File: src/rtl/mbox_pf_capture.sv
// Page-fail capture for the EBOX: latches the first MBOX fault and its VMA,
// drives the page-fail dispatch/hold, and sequences a bounded parity retry.
module mbox_pf_capture #(
  parameter int RETRY_LIMIT = 1
) (
  input  logic        clk,
  input  logic        CROBAR,
  input  logic        csh_adr_par_err,
  input  logic        mb_par_err,
  input  logic        adr_par_err,
  input  logic        nxm_err,
  input  logic        sbus_err,
  input  logic        pf_ebox_handle,
  input  logic [8:0]  mbox_gate_vma,
  input  logic        ebox_t0_in,
  input  logic        mbox_resp_in,
  input  logic        err_clr,
  output logic [10:0] pf_disp,
  output logic        page_fail_hold,
  output logic        ebox_retry_req,
  output logic [8:0]  err_vma,
  output logic [4:0]  err_sticky,
  output logic        overrun
);

  localparam int CW = (RETRY_LIMIT < 1) ? 1 : $clog2(RETRY_LIMIT + 1);
  localparam logic [CW-1:0] LIMIT = CW'(RETRY_LIMIT);

  typedef enum logic [1:0] {S_IDLE, S_HOLD, S_RETRY} state_t;

  state_t        state_q, state_d;
  logic [10:0]   pf_disp_q, pf_disp_d;
  logic [8:0]    err_vma_q, err_vma_d;
  logic [4:0]    err_sticky_q, err_sticky_d;
  logic          hold_q, hold_d;
  logic          retry_req_q, retry_req_d;
  logic          overrun_q, overrun_d;
  logic          retryable_q, retryable_d;
  logic [CW-1:0] retry_cnt_q, retry_cnt_d;

  logic [4:0]    err_vec;
  logic          fault;
  logic [10:0]   code;
  logic          code_retryable;

  assign err_vec = {nxm_err, adr_par_err, csh_adr_par_err, mb_par_err, sbus_err};
  assign fault   = (|err_vec) | pf_ebox_handle;

  // Errors always outrank the PAG request; only cache/MB parity may retry.
  always_comb begin
    code           = 11'o1760;
    code_retryable = 1'b0;
    if (nxm_err) begin
      code = 11'o1700;
    end else if (adr_par_err) begin
      code = 11'o1710;
    end else if (csh_adr_par_err) begin
      code           = 11'o1720;
      code_retryable = 1'b1;
    end else if (mb_par_err) begin
      code           = 11'o1730;
      code_retryable = 1'b1;
    end else if (sbus_err) begin
      code = 11'o1740;
    end
  end

  always_comb begin
    state_d      = state_q;
    pf_disp_d    = pf_disp_q;
    err_vma_d    = err_vma_q;
    hold_d       = hold_q;
    retry_req_d  = retry_req_q;
    retryable_d  = retryable_q;
    retry_cnt_d  = retry_cnt_q;
    // Set wins over a same-cycle clear for both sticky flags.
    err_sticky_d = (err_clr ? 5'b0 : err_sticky_q) | err_vec;
    overrun_d    = (err_clr ? 1'b0 : overrun_q) | ((state_q == S_HOLD) && fault);

    case (state_q)
      S_IDLE, S_RETRY: begin
        if (fault) begin
          state_d     = S_HOLD;
          hold_d      = 1'b1;
          retry_req_d = 1'b0;
          pf_disp_d   = code;
          err_vma_d   = mbox_gate_vma;
          retryable_d = code_retryable;
        end else if ((state_q == S_RETRY) && mbox_resp_in) begin
          state_d     = S_IDLE;
          retry_req_d = 1'b0;
          retry_cnt_d = '0;
        end
      end
      S_HOLD: begin
        if (ebox_t0_in) begin
          hold_d = 1'b0;
          if (retryable_q && (retry_cnt_q < LIMIT)) begin
            state_d     = S_RETRY;
            retry_req_d = 1'b1;
            if (retry_cnt_q != {CW{1'b1}}) retry_cnt_d = retry_cnt_q + 1'b1;
          end else begin
            state_d     = S_IDLE;
            retry_cnt_d = '0;
          end
        end
      end
      default: begin
        state_d     = S_IDLE;
        hold_d      = 1'b0;
        retry_req_d = 1'b0;
        retry_cnt_d = '0;
      end
    endcase
  end

  always_ff @(posedge clk or posedge CROBAR) begin
    if (CROBAR) begin
      state_q      <= S_IDLE;
      pf_disp_q    <= 11'o0000;
      err_vma_q    <= '0;
      err_sticky_q <= '0;
      hold_q       <= 1'b0;
      retry_req_q  <= 1'b0;
      overrun_q    <= 1'b0;
      retryable_q  <= 1'b0;
      retry_cnt_q  <= '0;
    end else begin
      state_q      <= state_d;
      pf_disp_q    <= pf_disp_d;
      err_vma_q    <= err_vma_d;
      err_sticky_q <= err_sticky_d;
      hold_q       <= hold_d;
      retry_req_q  <= retry_req_d;
      overrun_q    <= overrun_d;
      retryable_q  <= retryable_d;
      retry_cnt_q  <= retry_cnt_d;
    end
  end

  assign pf_disp        = pf_disp_q;
  assign page_fail_hold = hold_q;
  assign ebox_retry_req = retry_req_q;
  assign err_vma        = err_vma_q;
  assign err_sticky     = err_sticky_q;
  assign overrun        = overrun_q;

endmodule

File: config.mk
export PLATFORM = sky130hd
export DESIGN_NAME = mbox_pf_capture
export DESIGN_NICKNAME = d
export VERILOG_FILES = /design/src/rtl/mbox_pf_capture.sv
export SDC_FILE = /design/constraint.sdc
export NUM_CORES = 1
export LEC_CHECK = 0
export CAP_MARGIN = 30
export CORE_MARGIN = 2
export CORE_UTILIZATION = 44
export DETAILED_ROUTE_END_ITERATION = 10
export GPL_TIMING_DRIVEN = 0
export PLACE_DENSITY_LB_ADDON = 0.25
export SYNTH_ARGS = -nofsm -noshare
export SYNTH_HDL_FRONTEND = slang
export SYNTH_SLANG_ARGS = --single-unit
File: constraint.sdc
create_clock -name clk -period 2.85 [get_ports clk]
set_input_delay 0.57 -clock clk [delete_from_list [all_inputs] [get_ports clk]]
set_output_delay 0.57 -clock clk [all_outputs]
set_load 0.02 [all_outputs]
==> flow_metrics.py, run 1 <==
metrics = {
    "outcome": {
        "status": "completed",
    },
    "power": {
        "power.leakage_uw": 0.000716,
        "ir_worst_vdd_mv": 0.573,
        "finalPower_uw": 1430,
        "power.density_nw_per_um2": 882,
    },
    "timing": {
        "fin_ws_ns": 0.811,
        "worstMarginPinSlew_ns": 0.927,
        "fin_crit_sh_pct": 71.6,
        "finalCriticalPeriod_ns": 2.04,
        "setup_viol": 0,
        "hold_slack_ns": 0.491,
        "slew_violations": 0,
        "max_freq_mhz": 490,
        "skew_ns": 0.00299,
        "finalHoldViolations": 0,
        "slew_headroom_pct": 38.2,
        "rsz0062_at_grt": "no",
        "setup-tns-final_ns": 0,
    },
    "cts": {
        "cts_tree": "done",
        "cts_root_buf": "clkbuf_4",
        "cts_sinks": 25,
        "postCtsSetupBuffers": 0,
        "cts-buffers-inserted": 3,
        "clk_pin_slew_ns": 0.13,
        "h-tree-depth": 1,
        "cts_buffer_depth": 2,
        "cts_resized": 0,
        "clk_latency_ns": 0.31,
        "cts.hold.buffers_added": 0,
    },
    "setup_path": {
        "startpoint_type": "flop",
        "cpLargestDelayFamily": "buffers and inverters",
        "cp_slowest_cell": "clkdlybuf4s50_1",
        "crit_type": "reg -> out",
        "critical_path.max_stage_delay_ns": 0.60,
        "worst_ep_arrival_time_ns": 1.47,
        "crit_chain": "buf_4, clkdlybuf4s50_1",
        "path_max_fanout": 5,
        "endpoint_kind": "output pin",
        "crit_buf_inv": 2,
        "cp.required_ns": 2.28,
    },
    "global_routing": {
        "grt_pass1_wl_um": 3900,
        "grt_pass1_vias": 839,
        "antenna_found_initial": 0,
        "grt_max_degree": 26,
        "grt_usage_pct": 18.9,
        "overflow": 0,
    },
    "routing": {
        "via_per_inst": 4.97,
        "totalWireLength_um": 2400,
        "wl_per_cell_um": 13.9,
        "dr.pass1.iters": 4,
        "drcViolationCount": 0,
        "antenna_left": 0,
        "drt_iter0_markers": 17,
        "num_vias": 854,
    },
    "logic_synthesis": {
        "synthCells": 92,
        "synth_top_cell_by_area": "dfrtp_1",
        "avgSynthCellArea_um2": 12.1,
        "seq_area_frac_synth_pct": 56.2,
        "synth_area_leaders": "dfrtp_1, mux2_4, buf_4",
        "synth_cell_type_count": 29,
        "netlist.area_leader.share_pct": 56.2,
        "ys_ff_latch": 25,
        "synth_area_um2": 1110,
        "ys_warn_count": 0,
    },
    "placed_design": {
        "post-place-ws_ns": 0.628,
        "hpwlAfterDp_um": 1810,
        "portBuffers": 43,
        "gp_congestion": 0.760,
    },
    "floorplanning": {
        "ios": 48,
        "core-area_um2": 2430,
        "die_x_um": 54.3,
        "start_util_pct": 45.8,
        "rows": 18,
        "dieArea_um2": 2950,
        "die_h_um": 54.3,
    },
    "layout": {
        "area_growth_pct": 45.4,
        "multi_input_area_um2": 405,
        "final_util_pct": 66.6,
        "nNetsFinal": 163,
        "num-fill-cells": 199,
        "final_layout_size_suffix_gt1_share_pct": 19.0,
        "regArea_um2": 626,
        "diodes": 0,
    },
    "flow_run": {
        "maxCapViolCount": 0,
    },
    "min_path": {
        "hold_path_class": "reg -> reg",
    },
}
-- state kept, by name, summed over array words and instances, names as in the netlist --
name	count
retryable_q	1
retry_cnt_q	1
page_fail_hold	1
err_sticky	5
err_vma	9
overrun	1
state_q	2
ebox_retry_req	1
pf_disp	4
-- cell type report --
class,count,share of cell area (%)
flip-flops and latches,25,38.6
clock buffers,4,1.62
multi-input cells,54,25.0
well taps,30,2.32
plain buffers,9,4.17
inverters,7,1.62
repair buffers,43,26.6
-- power breakdown --
| part | total [µW] | switching (µW) | internal, µW |
|---|---|---|---|
| sequential | 562 | 79.0 | 483 |
| combinational | 712 | 330 | 383 |
| clock | 154 | 99.2 | 54.6 |
-- cell usage in the layout (no fill, tap or decap), types with 2 or more instances in the layout --
cell,instances
inv_1,7
nand3_1,2
a21oi_1,3
clkbuf_4,3
clkdlybuf4s50_1,43
or2_2,2
clkbuf_1,2
nor2_1,4
nand2_1,4
o21ai_0,6
conb_1,4
mux2_2,3
dfrtp_1,25
a21o_2,2
a21o_1,4
buf_4,7
nor2b_1,2
mux2_4,6
-- per-stage QoR --
stage | cell area, µm² | cells
after CTS | 1620 | 172
after global routing | 1620 | 172
after detailed placement | 1590 | 168
final | 1620 | 172
after global placement | 1590 | 168
after floorplan | 1120 | 95
-- worst reg2reg max path, stage by stage (launching register included) --
cell and delay (ns):
dfrtp_1 0.46, a21oi_2 0.28, buf_6 0.21, mux2_4 0.31
-- cells by family after synthesis --
family                 Yosys count  share of synthesized area, %
AO/OA/AOI/OAI                   23                          14.3
buffers and inverters           16                          8.43
flip-flops                      25                          56.2
multiplexers                     9                          11.1
other                            1                         0.337
AND/OR/NAND/NOR                 18                          9.66
-- Yosys cell counts, drive strengths merged --
master	number
buf	8
and3b	1
o21ai	6
o32ai	1
o311ai	1
nand3	2
clkbuf	1
nand2	4
and2	1
o22ai	1
or2	2
nor2	4
o41ai	1
nor3	1
nor4	1
o22a	1
inv	7
o21bai	1
a21o	6
a22o	1
nor2b	2
conb	1
mux2	9
a21oi	4
dfrtp	25
-- final timing paths --
path | startpoint | end | slack (ns) | depth (start not counted)
worst max-delay path | pf_disp[8] | pf_disp[8] | 0.81 | 2
worst min-delay path | err_sticky[1] | err_sticky[1] | 0.49 | 1
worst max register to register | state_q[0] | err_vma[5] | 1.49 | 3
worst min register to register | err_sticky[1] | err_sticky[1] | 0.49 | 1
max in group asynchronous | CROBAR | state_q[1] | 1.53 | 2
min in group asynchronous | CROBAR | pf_disp[8] | 0.75 | 2
-- routing by layer --
metal  routed length (µm)  up-vias  track usage [%]
met3                  110        4             2.46
met4                   19        0             7.92
li1                     -      409                -
met1                  958      421             25.1
met2                 1310       20             30.9
met5                    0        -                0
(Power assumes the default switching activity.)
==> run 2: changes to the inputs <==
--- a/config.mk
+++ b/config.mk
@@ -7,7 +7,7 @@
 export LEC_CHECK = 0
 export CAP_MARGIN = 30
 export CORE_MARGIN = 2
-export CORE_UTILIZATION = 44
+export CORE_UTILIZATION = 37
 export DETAILED_ROUTE_END_ITERATION = 10
 export GPL_TIMING_DRIVEN = 0
 export PLACE_DENSITY_LB_ADDON = 0.25
==> constraint.sdc (replaced) <==
create_clock -name clk -period 1.8 [get_ports clk]
set_input_delay 0.36 -clock clk [delete_from_list [all_inputs] [get_ports clk]]
set_output_delay 0.36 -clock clk [all_outputs]
set_load 0.02 [all_outputs]
==> flow_metrics.py, run 2 (synthesized netlist as in run 1, its figures left out) <==
metrics = {
    "outcome": {
        "status": "finished with violations",
        "violations": "design-rule violations",
    },
    "layout": {
        "regArea_um2": 626,
        "nNetsFinal": 165,
        "layout_commonest_cell": "clkdlybuf4s50_1",
        "fin_cells": 175,
        "layout.cells.most_common_list": "clkdlybuf4s50_1, dfrtp_1, buf_4",
        "multi_input_area_um2": 405,
        "final_util_pct": 59.0,
        "design_area_um2": 1660,
        "largest_reg_flops": 9,
        "num-fill-cells": 251,
        "diodes": 0,
        "area_growth_pct": 48.7,
        "final_layout_size_suffix_gt1_share_pct": 20.1,
    },
    "floorplanning": {
        "ios": 48,
        "start_util_pct": 39.7,
        "rows": 19,
        "core-area_um2": 2810,
        "die_h_um": 58.9,
        "dieArea_um2": 3460,
        "die_x_um": 58.9,
    },
    "setup_path": {
        "worst_ep_arrival_time_ns": 1.33,
        "startpoint_type": "flop",
        "crit_type": "reg -> out",
        "timing.rr.start": "state_q[0]",
        "reg2reg_to": "err_vma[8]",
        "critical_path.max_stage_delay_ns": 0.61,
        "r2r_slack_ns": 0.43,
        "rr_worst_depth": 3,
        "crit_buf_inv": 1,
        "crit_chain": "clkdlybuf4s50_1",
        "endpoint_kind": "output pin",
        "cpLargestDelayFamily": "buffers and inverters",
        "cp_slowest_cell": "clkdlybuf4s50_1",
        "path_max_fanout": 3,
        "cp.required_ns": 1.44,
    },
    "timing": {
        "finalHoldViolations": 0,
        "fin_crit_sh_pct": 93.9,
        "setup_viol": 0,
        "slew_violations": 0,
        "max_freq_mhz": 592,
        "rsz0062_at_grt": "no",
        "fin_ws_ns": 0.110,
        "finalCriticalPeriod_ns": 1.69,
        "skew_ns": 0.00834,
    },
    "routing": {
        "drt_iter0_markers": 15,
        "num_vias": 877,
        "totalWireLength_um": 2520,
        "dr.pass1.iters": 7,
        "antenna_left": 0,
        "via_per_inst": 5.01,
        "drcViolationCount": 4,
        "wl_per_cell_um": 14.4,
    },
    "min_path": {
        "hold_path_class": "in -> async",
    },
    "cts": {
        "cts_tree": "done",
        "cts_buffer_depth": 2,
        "h-tree-depth": 1,
        "clk_pin_slew_ns": 0.13,
        "cts_root_buf": "clkbuf_4",
        "clk_latency_ns": 0.32,
        "cts_sinks": 25,
        "cts-buffers-inserted": 3,
    },
    "global_routing": {
        "grt_pass1_vias": 896,
        "grt_max_degree": 26,
        "grt_usage_pct": 15.2,
        "use_met3_pct": 2.64,
        "met1_usage_pct": 17.7,
        "grt-busiest-layer": "met2",
        "grt_use_met2_pct": 27.5,
        "antenna_found_initial": 0,
        "grt_pass1_wl_um": 3940,
        "overflow": 0,
    },
    "placed_design": {
        "post-place-ws_ns": -0.213,
        "dpl_cell_area_um2": 1590,
        "placed_cells": 169,
        "hpwlAfterDp_um": 1920,
        "portBuffers": 43,
        "gp_congestion": 0.753,
    },
    "power": {
        "power.density_nw_per_um2": 1370,
        "ir_worst_vdd_mv": 1.01,
        "power.leakage_uw": 0.000728,
    },
    "flow_run": {
        "maxCapViolCount": 0,
    },
}
-- run 2: area by class of cell --
type                       instances  share of cell area, %
sequential                        25                   37.8
timing repair buffer              45                   28.1
multi-input combinational         54                   24.5
buffer                             9                   4.08
tap                               31                   2.34
clock buffer                       4                   1.59
inverter                           7                   1.59
-- run 2: layer usage --
metal,vias to the layer above,wire length [µm],share of wire (%)
li1,413,-,-
met5,-,0,0
met1,424,1030,41
met2,35,1290,51
met4,0,42,1.7
met3,5,154,6.1
-- run 2: metrics by stage --
stage	setup TNS, ns	power [µW]	hold slack (ns)
after floorplan	0	1550	0.387
after global placement	-1.33	2000	0.464
after detailed placement	-1.76	2030	0.468
after CTS	0	2290	0.498
after global routing	0	2400	0.409
final	0	2270	0.378
-- run 2: repair_timing --
| action | in CTS | in global routing |
|---|---|---|
| buffers inserted | 1 | 0 |
| cloned | 0 | 0 |
| endpoints found under the hold margin | 0 | 0 |
| endpoints found under the setup margin | 3 | 1 |
| gates resized for setup | 2 | 1 |
| hold buffers | 0 | 0 |
-- run 2: how the worst max path moves through the flow --
stage | from | to | slack, ns | cells past startpoint
detailed placement | sbus_err | err_vma[6] | -0.21 | 5
finish | pf_disp[8] | pf_disp[6] | 0.11 | 1
floorplan | sbus_err | err_vma[2] | 0.45 | 4
global route | sbus_err | err_vma[5] | 0.06 | 5
global placement | sbus_err | err_vma[5] | -0.18 | 5
CTS | pf_disp[8] | pf_disp[9] | 0.01 | 2
-- run 2: worst min-delay path, delay by kind of cell --
family	cells	cell delay (ns)
buffers and inverters	3	0.71
-- run 2: power breakdown --
group	total [µW]	leakage, µW	switching, µW	internal [µW]
registers	888	0.000290	123	764
logic	1140	0.000424	525	612
clock network	250	0.0000150	163	86.8
total	2270	0.000728	812	1460
==> run 3: changes to the inputs <==
--- a/config.mk
+++ b/config.mk
@@ -8,9 +8,11 @@
 export CAP_MARGIN = 30
 export CORE_MARGIN = 2
 export CORE_UTILIZATION = 37
+export CTS_CLUSTER_DIAMETER = 50
 export DETAILED_ROUTE_END_ITERATION = 10
 export GPL_TIMING_DRIVEN = 0
 export PLACE_DENSITY_LB_ADDON = 0.25
+export SKIP_CTS_REPAIR_TIMING = 1
 export SYNTH_ARGS = -nofsm -noshare
 export SYNTH_HDL_FRONTEND = slang
 export SYNTH_SLANG_ARGS = --single-unit
==> constraint.sdc (replaced) <==
create_clock -name clk -period 1.8 [get_ports clk]
set_input_delay 0.54 -clock clk [delete_from_list [all_inputs] [get_ports clk]]
set_output_delay 0.54 -clock clk [all_outputs]
set_load 0.02 [all_outputs]
==> flow_metrics.py, run 3 (synthesized netlist as in run 1, its figures left out) <==
metrics = {
    "cts": {
        "clk_pin_slew_ns": 0.12,
        "cts_tree": "done",
        "cts_root_buf": "clkbuf_4",
        "cts_sinks": 25,
        "cts_buffer_depth": 2,
        "cts-buffers-inserted": 3,
        "h-tree-depth": 1,
        "clk_latency_ns": 0.31,
    },
    "layout": {
        "layout_commonest_cell": "dlymetal6s2s_1",
        "largest_reg_flops": 9,
        "design_area_um2": 1730,
        "diodes": 0,
        "fin_cells": 175,
        "layout.cells.most_common_list": "dlymetal6s2s_1, dfrtp_1, clkdlybuf4s50_1",
        "area_growth_pct": 54.9,
        "final_layout_size_suffix_gt1_share_pct": 20.8,
        "nNetsFinal": 165,
        "num-fill-cells": 242,
    },
    "setup_path": {
        "cp_slowest_cell": "clkdlybuf4s50_1",
        "cpLargestDelayFamily": "buffers and inverters",
        "endpoint_kind": "flop",
        "path_max_fanout": 10,
        "crit_chain": "clkdlybuf4s50_1, nor4_4, a21oi_4, buf_6, mux2_4",
        "startpoint_type": "input port",
        "worst_ep_arrival_time_ns": 1.94,
        "rr_worst_depth": 3,
        "cp.required_ns": 2.01,
        "crit_buf_inv": 2,
        "crit_type": "in -> reg",
        "critical_path.max_stage_delay_ns": 0.58,
        "cp.depth": 5,
    },
    "routing": {
        "totalWireLength_um": 2600,
        "wl_per_cell_um": 14.8,
        "antenna_left": 0,
        "via_per_inst": 4.90,
        "num_vias": 858,
        "dr.pass1.iters": 7,
        "drcViolationCount": 4,
        "drt_iter0_markers": 13,
    },
    "power": {
        "power.density_nw_per_um2": 1300,
        "power.leakage_uw": 0.000937,
        "ir_worst_vdd_mv": 0.968,
    },
    "timing": {
        "fin_crit_sh_pct": 96.1,
        "skew_ns": 0.00539,
        "setup_viol": 0,
        "max_freq_mhz": 578,
        "finalHoldViolations": 0,
        "slew_violations": 0,
        "finalCriticalPeriod_ns": 1.73,
        "rsz0062_at_grt": "no",
        "hold_slack_ns": 0.489,
    },
    "global_routing": {
        "antenna_found_initial": 0,
        "grt_max_degree": 26,
        "grt_pass1_vias": 879,
        "grt_pass1_wl_um": 3900,
        "overflow": 0,
        "grt_usage_pct": 15.0,
    },
    "placed_design": {
        "hpwlAfterDp_um": 1920,
        "gp_congestion": 0.753,
        "placed_cells": 169,
        "portBuffers": 43,
        "dpl_cell_area_um2": 1590,
    },
    "min_path": {
        "hold_path_class": "reg -> reg",
        "min_delay_path_depth": 1,
    },
    "floorplanning": {
        "die_h_um": 58.9,
        "ios": 48,
        "dieArea_um2": 3460,
        "die_x_um": 58.9,
        "rows": 19,
        "core-area_um2": 2810,
        "start_util_pct": 39.7,
    },
    "outcome": {
        "status": "finished with violations",
        "violations": "design-rule violations",
    },
    "flow_run": {
        "maxCapViolCount": 0,
    },
}
run 3: worst paths after layout:
path                       slack [ns]             end          start
hold reg to reg                  0.49   err_sticky[4]  err_sticky[4]
max in group asynchronous        1.08      err_vma[8]         CROBAR
setup reg to reg                 0.45  page_fail_hold     state_q[0]
min in group asynchronous        0.57   err_sticky[1]         CROBAR
setup / recovery                 0.07      err_vma[8]       sbus_err
hold / removal                   0.49   err_sticky[4]  err_sticky[4]
run 3: report_power, final:
group	internal, µW	switching (µW)	leakage, µW
combinational	582	525	0.000632
sequential	764	123	0.000290
clock	86.6	159	0.0000150
run 3: area by class of cell:
type                    instances  area, µm²  share of cell area, %
clock buffers                   4       26.3                   1.52
multi-input cells              54        413                   23.9
flip-flops and latches         25        626                   36.3
well taps                      31       38.8                   2.25
repair buffers                 45        528                   30.6
plain buffers                   9       67.6                   3.92
inverters                       7       26.3                   1.52
run 3: routing by layer:
metal | global-route usage, % | wire [µm] | up-vias
li1 | - | - | 410
met1 | 17.5 | 995 | 416
met2 | 27.1 | 1420 | 30
met3 | 2.64 | 166 | 2
met4 | 5.84 | 16 | 0
met5 | 0 | 0 | -
run 3: per-stage QoR:
step           setup TNS [ns]  worst slack, ns  power, µW  utilization (%)
2_1_floorplan               0            0.274       1550                -
3_3_place_gp            -3.86           -0.361       2000             56.8
3_5_place_dp            -4.56           -0.393       2030             56.8
4_1_cts                 -2.04           -0.224       2290             57.8
5_1_grt                     0           0.0146       2370             61.5
6_report                    0           0.0705       2240             61.5
